--- config.mk ---
export PLATFORM = sky130hd
export DESIGN_NAME = fifo_v4
export DESIGN_NICKNAME = d
export VERILOG_FILES = /design/src/rtl/axi_math_pkg.sv /design/src/rtl/fifo_pkg.sv /design/src/rtl/fifo_v4_ptr.sv /design/src/rtl/fifo_v4.sv
export SDC_FILE = /design/constraint.sdc
export NUM_CORES = 1
export LEC_CHECK = 0
export ABC_AREA = 1
export CORE_MARGIN = 3
export CORE_UTILIZATION = 28
export DETAILED_ROUTE_END_ITERATION = 8
export GPL_TIMING_DRIVEN = 0
export PLACE_DENSITY = 0.43
export SYNTH_ARGS = -nofsm -noshare
export SYNTH_HDL_FRONTEND = slang
export SYNTH_SLANG_ARGS = --single-unit
--- constraint.sdc ---
create_clock -name clk_i -period 3 [get_ports clk_i]
set_clock_uncertainty 0.05 [all_clocks]
set_input_delay 0.3 -clock clk_i [delete_from_list [all_inputs] [get_ports clk_i]]
set_output_delay 0.3 -clock clk_i [all_outputs]
set_load 0.02 [all_outputs]
--- src/rtl/axi_math_pkg.sv ---
// axi_math_pkg: shared integer helpers used at elaboration time.
//   is_pow2(n) : 1 when n is a positive power of two.
package axi_math_pkg;

    function automatic bit is_pow2(input int n);
        return (n > 0) && ((n & (n - 1)) == 0);
    endfunction

endpackage

--- src/rtl/fifo_pkg.sv ---
// fifo_pkg: types and helpers shared by the fifo_v4 family.
//   cnt_width(depth) : bits needed to hold an occupancy of 0..depth.
//   fifo_err_t       : sticky overflow/underflow flag pair.
package fifo_pkg;

    typedef struct packed {
        logic overflow;
        logic underflow;
    } fifo_err_t;

    function automatic int cnt_width(input int depth);
        return $clog2(depth + 1);
    endfunction

endpackage

--- src/rtl/fifo_v4_ptr.sv ---
// fifo_v4_ptr: circular index that wraps from DEPTH-1 back to 0.
// Ports:
//   clk_i  - clock
//   rst_ni - asynchronous active-low reset
//   clr_i  - synchronous clear to 0 (wins over inc_i)
//   inc_i  - advance by one
//   ptr_o  - current index
module fifo_v4_ptr
    import axi_math_pkg::*;
#(
    parameter int DEPTH = 8,
    parameter int PTR_W = 3
) (
    input  logic             clk_i,
    input  logic             rst_ni,
    input  logic             clr_i,
    input  logic             inc_i,
    output logic [PTR_W-1:0] ptr_o
);

    // Power-of-two depths wrap by natural overflow, so the end compare drops out.
    localparam bit              NAT_WRAP = is_pow2(DEPTH) && (DEPTH > 1);
    localparam logic [PTR_W-1:0] LAST    = PTR_W'(DEPTH - 1);

    logic [PTR_W-1:0] r_ptr;
    logic [PTR_W-1:0] w_next;

    assign w_next = (NAT_WRAP || r_ptr != LAST) ? r_ptr + PTR_W'(1) : '0;
    assign ptr_o  = r_ptr;

    always_ff @(posedge clk_i or negedge rst_ni) begin
        if (!rst_ni)    r_ptr <= '0;
        else if (clr_i) r_ptr <= '0;
        else if (inc_i) r_ptr <= w_next;
    end

endmodule

--- src/rtl/fifo_v4.sv ---
// fifo_v4: synchronous FIFO with optional fall-through and almost flags.
// Ports:
//   clk_i, rst_ni       - clock, asynchronous active-low reset
//   flush_i             - synchronous clear of pointers, usage and error flags
//   testmode_i          - no functional effect
//   data_i/push_i/pop_i - write data, write request, read request
//   data_o              - head entry (data_i when bypassing in fall-through mode)
//   full_o/empty_o      - occupancy status
//   alm_full_o          - usage >= ALM_FULL_TH
//   alm_empty_o         - usage <= ALM_EMPTY_TH
//   usage_o             - number of stored entries
//   overflow_o          - sticky: push dropped while full
//   underflow_o         - sticky: pop while empty
// Macro FIFO_V4_ERR_FLAGS_EN enables the sticky error flags; when undefined
// both flag outputs are tied low and no flag registers exist.
module fifo_v4
    import fifo_pkg::*;
#(
    parameter bit   FALL_THROUGH = 1'b0,
    parameter int   DEPTH        = 8,
    parameter type  dtype        = logic [31:0],
    parameter int   ALM_FULL_TH  = DEPTH - 1,
    parameter int   ALM_EMPTY_TH = 1,
    localparam int  CNT_WIDTH    = cnt_width(DEPTH)
) (
    input  logic                 clk_i,
    input  logic                 rst_ni,
    input  logic                 flush_i,
    input  logic                 testmode_i,
    input  dtype                 data_i,
    input  logic                 push_i,
    input  logic                 pop_i,
    output dtype                 data_o,
    output logic                 full_o,
    output logic                 empty_o,
    output logic                 alm_full_o,
    output logic                 alm_empty_o,
    output logic [CNT_WIDTH-1:0] usage_o,
    output logic                 overflow_o,
    output logic                 underflow_o
);

    localparam int                   PTR_W  = (DEPTH > 1) ? $clog2(DEPTH) : 1;
    localparam logic [CNT_WIDTH-1:0] L_FULL = CNT_WIDTH'(DEPTH);
    localparam logic [CNT_WIDTH-1:0] L_AF   = CNT_WIDTH'(ALM_FULL_TH);
    localparam logic [CNT_WIDTH-1:0] L_AE   = CNT_WIDTH'(ALM_EMPTY_TH);

    if (DEPTH < 1 || ALM_FULL_TH > DEPTH || ALM_EMPTY_TH > DEPTH) begin : g_param_err
        $error("fifo_v4: DEPTH must be >= 1 and thresholds must not exceed DEPTH");
    end

    dtype                 r_mem [DEPTH];
    logic [CNT_WIDTH-1:0] r_usage;
    logic [PTR_W-1:0]     w_rd_ptr;
    logic [PTR_W-1:0]     w_wr_ptr;
    logic                 w_empty_q;
    logic                 w_full_q;
    logic                 w_show;
    logic                 w_bypass;
    logic                 w_push_ok;
    logic                 w_pop_ok;
    logic                 w_unused;

    assign w_unused  = testmode_i;
    assign w_empty_q = (r_usage == '0);
    assign w_full_q  = (r_usage == L_FULL);
    // Fall-through: an empty FIFO presents the incoming word directly; if it is
    // popped in the same cycle it never enters storage.
    assign w_show    = FALL_THROUGH && w_empty_q && push_i;
    assign w_bypass  = w_show && pop_i;
    assign w_push_ok = push_i && !flush_i && (!w_full_q || pop_i) && !w_bypass;
    assign w_pop_ok  = pop_i && !flush_i && !w_empty_q;

    assign data_o      = w_show ? data_i : r_mem[w_rd_ptr];
    assign empty_o     = w_empty_q && !w_show;
    assign full_o      = w_full_q;
    assign alm_full_o  = (r_usage >= L_AF);
    assign alm_empty_o = (r_usage <= L_AE);
    assign usage_o     = r_usage;

    fifo_v4_ptr #(.DEPTH(DEPTH), .PTR_W(PTR_W)) u_wr_ptr (
        .clk_i  (clk_i),
        .rst_ni (rst_ni),
        .clr_i  (flush_i),
        .inc_i  (w_push_ok),
        .ptr_o  (w_wr_ptr)
    );

    fifo_v4_ptr #(.DEPTH(DEPTH), .PTR_W(PTR_W)) u_rd_ptr (
        .clk_i  (clk_i),
        .rst_ni (rst_ni),
        .clr_i  (flush_i),
        .inc_i  (w_pop_ok),
        .ptr_o  (w_rd_ptr)
    );

    always_ff @(posedge clk_i or negedge rst_ni) begin
        if (!rst_ni)        r_usage <= '0;
        else if (flush_i)   r_usage <= '0;
        else                r_usage <= r_usage + CNT_WIDTH'(w_push_ok) - CNT_WIDTH'(w_pop_ok);
    end

    always_ff @(posedge clk_i or negedge rst_ni) begin
        if (!rst_ni)        r_mem <= '{default: '0};
        else if (w_push_ok) r_mem[w_wr_ptr] <= data_i;
    end

`ifdef FIFO_V4_ERR_FLAGS_EN
    fifo_err_t r_err;
    logic      w_ovf;
    logic      w_udf;

    assign w_ovf       = push_i && w_full_q && !pop_i && !flush_i;
    assign w_udf       = pop_i && w_empty_q && !w_bypass && !flush_i;
    assign overflow_o  = r_err.overflow;
    assign underflow_o = r_err.underflow;

    always_ff @(posedge clk_i or negedge rst_ni) begin
        if (!rst_ni)      r_err <= '0;
        else if (flush_i) r_err <= '0;
        else begin
            r_err.overflow  <= r_err.overflow | w_ovf;
            r_err.underflow <= r_err.underflow | w_udf;
        end
    end
`else
    assign overflow_o  = 1'b0;
    assign underflow_o = 1'b0;
`endif

endmodule
======== After elaboration in Yosys (flattened, before gate mapping) ========
Cells that the tools add are included.
word-level totals
  register bits ........................... 266
  bits of input ports ..................... 38
  output and inout port bits .............. 42
cells by class
  add/subtract/negate cells ............... 4
  magnitude comparators ................... 5
  equality and inequality tests ........... 1
  muxes and demuxes ....................... 11
  bitwise logic cells ..................... 2
  reductions and logical operators ........ 12
operator list
  operator                                                                              number
  256-bit bitwise mux                                                                   1
  32-bit binary-select mux with 3-bit select                                            1
  32-bit demux with 3-bit select                                                        1
  32-bit 2-to-1 mux                                                                     3
  3-bit 2-to-1 mux                                                                      4
  4-bit greater-or-equal comparator (second input constant)                             2
  3-bit NOT with 4-bit output                                                           2
  3-bit by 1-bit adder with 3-bit output (second input constant)                        2
  1-bit logical AND                                                                     5
  4-bit by 1-bit adder with 4-bit output                                                1
  4-bit equality test (second input constant)                                           1
  4-bit by 3-bit greater-or-equal comparator with 1-bit output (second input constant)  1
  4-bit by 1-bit less-or-equal comparator with 1-bit output (second input constant)     1
  4-bit logical NOT                                                                     1
  4-bit by 1-bit less-than comparator with 1-bit output (second input constant)         1
  4-bit 2-to-1 mux                                                                      1
  2-bit nonzero test                                                                    2
  4-bit by 1-bit subtractor with 4-bit output                                           1
  1-bit logical NOT                                                                     3
  1-bit logical OR                                                                      1

======== Logic depth before layout (Yosys ltp) ========
Gate-level depths: netlist of run 1.
  depth in word-level cells ............... 7
  mapped depth ............................ 12
  depth with buffers taken out ............ 12

======== Hierarchy ========
A second synthesis of run 1 with hierarchy kept.
unflattened totals
  cells, all modules ...................... 2090
  area total of the unflattened synthesis .. 14528.9 um2
by module, submodules not included
  module       times used  cells an instance  area each (um2)  seq. area each (um2)
  fifo_v4      1           2056               14243.7          6506.2
  fifo_v4_ptr  2           17                 142.6            75.1

======== Least setup slack after synthesis of run 1 ========
No wires, ideal clock.
  path kind ............................... register -> register
  start point ............................. register r_usage[2] (netlist: usage_o[2])
  end point ............................... register r_usage[2] (netlist: usage_o[2])
  library setup time ...................... 123 ps
  data arrival time ....................... 2262 ps
  setup slack ............................. 565 ps
  stages on the path, launching flop included .. 12
  clock period less this slack ............ 2435 ps
  cell sequence ........................... dfrtp_1 > inv_1 > ha_1 > nand3_1 > buf_2 > nand2_1 > ha_1 > inv_1 > ha_1 > fa_1 > o21ai_0 > a21oi_1
on the way
  cells in the longest elaborated chain, start to end .. 7
  elaborated cells between the ends (all ways) .. 10
  classes of those cells .................. 2 x add/sub; 1 x eq/ne; 1 x mux; 6 x reduce/logical
RTL lines
  element                                        line            text
  start, declared                                fifo_v4.sv:53   logic [CNT_WIDTH-1:0] r_usage;
  start signal, assigned                         fifo_v4.sv:100  else r_usage <= r_usage + CNT_WIDTH'(w_push_ok) - CNT_WIDTH'(w_pop_ok);
  4-bit equality test                            fifo_v4.sv:66   assign w_full_q = (r_usage == L_FULL);
  1-bit logical NOT                              fifo_v4.sv:71   assign w_push_ok = push_i && !flush_i && (!w_full_q || pop_i) && !w_bypass;
  1-bit logical OR                               fifo_v4.sv:71
  1-bit logical AND                              fifo_v4.sv:71
  4-bit by 1-bit adder with 4-bit output         fifo_v4.sv:100
  4-bit by 1-bit subtractor with 4-bit output *  fifo_v4.sv:100
  4-bit 2-to-1 mux *                             fifo_v4.sv:99   else if (flush_i) r_usage <= '0;
Mark *: on every way between the ends. The rest lies on a longest branch, timed or not.
A chain may end at the register's enable or synchronous reset.

==> results of run 1 <==
cell families after synthesis:
group / Yosys count / synth area share
xor gates and xnor gates: 2 / 0.00121
DFF: 266 / 0.459
buffers and inverters: 400 / 0.111
adders and majority gates: 11 / 0.0100
other: 1 / 0.000259
and+or+nand+nor: 1397 / 0.416
AOI/OAI and AO/OA: 6 / 0.00224
power breakdown:
group	internal (mW)	leakage, nW	switching [mW]
clock	2.58	0.574	1.69
sequential	4.52	3.55	0.520
combinational	2.00	5.32	4.08
total	9.10	9.44	6.29
cells in the final DEF, fill, tap and decap left out, types with 2 or more instances in the layout:
cell type and count:
buf_1 5, conb_1 2, clkbuf_2 41, clkbuf_1 64
nand3_1 115, ha_1 10, a21oi_1 4, nand2_1 1011
nor2_1 13, xor2_1 2, clkinv_2 6, inv_2 2
inv_1 208, clkbuf_8 11, dlygate4sd2_1 14, dfrtp_1 265
buf_4 9, buf_16 2, nand4_1 257, clkdlybuf4s50_1 17
dlymetal6s2s_1 12, clkbuf_4 19, buf_2 54, clkbuf_16 37
per-layer routing:
metal	part of all wire	routed length (um)	global-route usage	up-vias
met5	0	0	0	-
met3	0.053	3050	0.0285	77
met4	0.025	1450	0.0656	0
met1	0.45	26200	0.293	6846
li1	-	-	-	6745
met2	0.47	26900	0.349	374
layout make-up:
type	instances	area, um2	area share
Sequential cell	266	6660	0.388
Clock inverter	7	60.1	0.00350
Clock buffer	54	1090	0.0635
Multi-Input combinational cell	1418	6240	0.364
Buffer	187	943	0.0550
Timing Repair Buffer	47	523	0.0305
Inverter	212	798	0.0465
Antenna cell	1	2.50	0.000146
Tap cell	672	841	0.0490
sequential cells by signal, indices dropped and copies added, names as in the netlist:
register,cells
usage_o,4
u_wr_ptr.ptr_o,3
r_mem,256
u_rd_ptr.ptr_o,3
final timing paths:
check                                        from         end  slack (ns)  depth (start not counted)
worst min-delay path                    data_i[4]   r_mem[36]        0.09                          3
worst max register to register         usage_o[2]  usage_o[2]        0.41                         11
worst max-delay path            u_rd_ptr.ptr_o[0]   data_o[4]        0.09                          9
worst min register to register         r_mem[232]  r_mem[232]        0.42                          2
max in group asynchronous                  rst_ni   r_mem[53]        1.59                          3
min in group asynchronous                  rst_ni  r_mem[102]        0.30                          2
tightest hold or removal path, cell delays in order:
cell and delay [ns]:
clkbuf_2 0.17, nand4_1 0.12, nand2_1 0.05
what timing repair did:
action                                  4_1_cts  5_1_grt
pin swaps                                     0        0
setup buffers                                 0        0
hold buffers                                  1        0
resized for setup                            84       21
endpoints found under the hold margin        76        0
endpoints found under the setup margin       32       17
==> flow_summary.json, run 1 <==
{
  "die-area_um2": 54600,
  "clk_path_buf_depth": 3,
  "async_flop_share": 1.00,
  "drive_gt1_frac": 0.0849,
  "max_cap_violations": 0,
  "path_max_fanout": 10,
  "viasPerCell": 4.90,
  "worstHoldPathType": "in2reg",
  "finalSetupTns_ns": 0,
  "synth_edf_count": 0,
  "drc": 0,
  "synth_most_common_cell": "nand2_1",
  "die-width_um": 234,
  "place_congestion": 0.831,
  "ys_types": 21,
  "finalNetCount": 2216,
  "cp_num_buf_inv": 4,
  "tightest_slew_ns": 0.894,
  "cts_tree": "done",
  "powerDensity_nw_per_um2": 897,
  "start_util": 0.286,
  "start_kind": "flop",
  "vias": 14042,
  "synth_top_area_cell": "dfrtp_1",
  "timing.hold.ws_ns": 0.0851,
  "finalSetupViolCount": 0,
  "fillers": 5625,
  "syn_avg_cell_area_um2": 6.96,
  "fin_crit_sh": 0.969,
  "gr-total-overflow": 0,
  "clock_sinks": 266,
  "ios": 80,
  "crit_top_cell": "nand2_1",
  "drt_iter0_drc": 1151,
  "syn_to_final_growth_pct": 18.3,
  "clk_pin_slew_ns": 0.06,
  "path_cells": "inv_1 > clkbuf_8 > clkbuf_4 > nand2_1 > nand3_1 > nand2_1 > nand2_1 > nand2_1 > clkdlybuf4s50_1",
  "ys_warn_count": 0,
  "drtAntennaViolNets": 0,
  "synth_top_flop_cell": "dfrtp_1",
  "synthCells": 2083,
  "hold_viol_final": 0,
  "endpoint_kind": "output port",
  "finalWirelength_mm": 57.5,
  "rsz0062_at_grt": "false",
  "dpl_cell_area_um2": 15800,
  "core_area_um2": 50700,
  "finalWorstSetupSlack_ns": 0.0920,
  "num_rows": 82,
  "firstDrtPassIters": 8,
  "synthesis.area_um2": 14500,
  "wl_per_cell_um": 20.1,
  "power_mw": 15.4,
  "clock_latency_ns": 0.54,
  "period_needed_ns": 2.91,
  "antenna_found_initial": 1,
  "worstPathRequired_ns": 2.65,
  "cts_root_buf": "clkbuf_16",
  "utilization": 0.338,
  "fin_cells": 2864,
  "numCtsBuffers": 35,
  "dp_cells": 2802,
  "crit_family": "buffers and inverters",
  "htree_levels": 2,
  "grt_max_degree": 107,
  "maxSlewViolCount": 0,
  "final_cell_area_um2": 17200,
  "relSlewSlack": 0.404,
  "p_leak_nw": 9.44,
  "dp_hpwl_mm": 39.9,
  "grtUsageTotal": 0.213,
  "synth.top_cell.area_share": 0.459,
  "max_freq_mhz": 344,
  "grt_pass1_vias": 13489,
  "seq_area_frac_synth": 0.459,
  "grt_pass1_wl_mm": 86.7,
  "slowest_delay_ns": 0.55,
  "die_y_um": 234,
  "critical_path_class": "reg2out",
  "place_ws_ns": -0.172,
  "status": "completed",
  "ys_top_cells_by_count": "1011 x nand2_1, 266 x dfrtp_1, 257 x nand4_1",
  "arrival_ns": 2.56,
  "irDropWorstVdd_v": 0.000351,
  "synth_area_leaders": "dfrtp_1 46%, nand2_1 26%, nand4_1 11%, inv_1 5.4%, nand3_1 4.0%",
  "slowest_stage": "clkdlybuf4s50_1",
  "synth_seq_cells": 266,
  "portBuffers": 44
}
No activity file was read; power rests on OpenSTA's default activity.
==> inputs of run 2 (changes only) <==
--- a/config.mk
+++ b/config.mk
@@ -8,9 +8,11 @@
 export ABC_AREA = 1
 export CORE_MARGIN = 3
 export CORE_UTILIZATION = 28
+export CTS_BUF_LIST = sky130_fd_sc_hd__clkbuf_4 sky130_fd_sc_hd__clkbuf_8
 export DETAILED_ROUTE_END_ITERATION = 8
 export GPL_TIMING_DRIVEN = 0
-export PLACE_DENSITY = 0.43
+export PLACE_DENSITY = 0.45
+export SKIP_CTS_REPAIR_TIMING = 1
 export SYNTH_ARGS = -nofsm -noshare
 export SYNTH_HDL_FRONTEND = slang
 export SYNTH_SLANG_ARGS = --single-unit
==> constraint.sdc (replaced) <==
create_clock -name clk_i -period 2.6 [get_ports clk_i]
set_clock_uncertainty 0.05 [all_clocks]
set_input_delay 0.26 -clock clk_i [delete_from_list [all_inputs] [get_ports clk_i]]
set_output_delay 0.26 -clock clk_i [all_outputs]
set_load 0.02 [all_outputs]
==> run 2 against run 1 <==
The run now ends with negative hold slack left. First-iteration DRC count increased by 9.7%. Sequential cell count unchanged. Sequential power increased by 15%. Critical path depth increased by 1.
==> flow_summary.json, run 2 (synthesis results as in run 1) <==
{
  "drc": 0,
  "fin_cells": 2914,
  "grt_pass1_vias": 13640,
  "irDropWorstVdd_v": 0.000407,
  "dp_cells": 2802,
  "die_y_um": 234,
  "die-width_um": 234,
  "core_area_um2": 50700,
  "htree_levels": 2,
  "utilization": 0.342,
  "final_cell_mix": "1009 x nand2_1, 265 x dfrtp_1, 257 x nand4_1",
  "clk_path_buf_depth": 3,
  "top_register": "r_mem",
  "clock_sinks": 266,
  "numCtsBuffers": 52,
  "viasPerCell": 4.83,
  "finalWorstSetupSlack_ns": 0.0512,
  "antenna_found_initial": 1,
  "wl_per_cell_um": 19.5,
  "dp_hpwl_mm": 39.2,
  "num_rows": 82,
  "syn_to_final_growth_pct": 19.6,
  "start_kind": "flop",
  "worstHoldPathType": "in2reg",
  "violations": "negative hold slack",
  "place_congestion": 0.850,
  "place_ws_ns": -0.611,
  "start_util": 0.286,
  "dpl_cell_area_um2": 15800,
  "powerDensity_nw_per_um2": 1010,
  "maxSlewViolCount": 0,
  "die-area_um2": 54600,
  "layout_commonest_cell": "nand2_1",
  "regArea_um2": 6660,
  "critical_path_class": "reg2out",
  "worstPathRequired_ns": 2.29,
  "max_freq_mhz": 392,
  "firstDrtPassIters": 5,
  "tightest_slew_ns": 0.974,
  "gr-total-overflow": 0,
  "clk_pin_slew_ns": 0.07,
  "finalSetupTns_ns": 0,
  "fillers": 5609,
  "grt_max_degree": 96,
  "finalSetupViolCount": 0,
  "fin_crit_sh": 0.980,
  "drive_gt1_frac": 0.112,
  "status": "finished with violations",
  "largest_register_ffs": 256,
  "grtUsageTotal": 0.211,
  "grt_pass1_wl_mm": 86.2,
  "portBuffers": 44,
  "endpoint_kind": "output port",
  "drt_iter0_drc": 1263,
  "path_max_fanout": 10,
  "power_mw": 17.5,
  "finalNetCount": 2249,
  "cts_root_buf": "clkbuf_8",
  "hold_viol_final": 9,
  "finalWirelength_mm": 56.9,
  "ios": 80,
  "period_needed_ns": 2.55,
  "relSlewSlack": 0.351,
  "clock_latency_ns": 0.63,
  "timing.hold.ws_ns": -0.0109,
  "arrival_ns": 2.24,
  "final_cell_area_um2": 17300,
  "cts_tree": "done",
  "p_leak_nw": 9.62,
  "multi_input_area_um2": 6260,
  "vias": 14062,
  "max_cap_violations": 0,
  "drtAntennaViolNets": 0
}
==> run 2: cell count changes in the layout (fill, tap and decap cells not counted), sizes merged <==
cell | previous run | this run
clkinv | 7 | 9
dlygate4sd3 | 1 | 17
buf | 72 | 76
clkdlybuf4s50 | 17 | 9
clkbuf | 172 | 217
bufinv | 1 | 0
dlygate4sd2 | 14 | 0
dlymetal6s2s | 12 | 18
==> run 2: final cells by class <==
class | instances | share of cell area
sequential | 266 | 0.384
multi-input combinational | 1418 | 0.361
clock buffer | 87 | 0.0625
buffer | 187 | 0.0594
tap | 672 | 0.0485
inverter | 212 | 0.0460
timing repair buffer | 63 | 0.0366
clock inverter | 8 | 0.00231
antenna | 1 | 0.000144
==> run 2: path summary, 6_finish.rpt <==
check	start	endpoint	slack, ns	cells past startpoint
worst max-delay path	u_rd_ptr.ptr_o[0]	data_o[21]	0.05	10
max in group asynchronous	rst_ni	r_mem[87]	0.89	4
worst min register to register	r_mem[199]	r_mem[199]	0.42	2
worst min-delay path	data_i[19]	r_mem[243]	-0.01	3
min in group asynchronous	rst_ni	r_mem[102]	0.20	2
worst max register to register	u_wr_ptr.ptr_o[0]	r_mem[17]	0.25	6
==> run 2: power by group <==
group | switching [mW] | internal (mW) | total (mW)
Combinational | 4.75 | 2.35 | 7.11
Clock | 1.98 | 2.62 | 4.59
Sequential | 0.609 | 5.21 | 5.82
==> run 2: worst max-delay path: stages, from the launching register on <==
cell and delay [ns]:
dfrtp_2 0.48, inv_2 0.13, buf_12 0.17, buf_6 0.17, nand2_1 0.06, nand2_1 0.07, nand2_1 0.05, nand2_1 0.09
nand2_1 0.06, nand2_1 0.12, clkbuf_2 0.19
==> run 2: metal layers <==
layer,GRT usage,share of wire,vias to the layer above,wire (um)
met5,0,0,-,0
met4,0.0691,0.027,0,1520
met3,0.0301,0.049,96,2780
met2,0.336,0.46,396,26000
met1,0.293,0.47,6764,26600
li1,-,-,6806,-
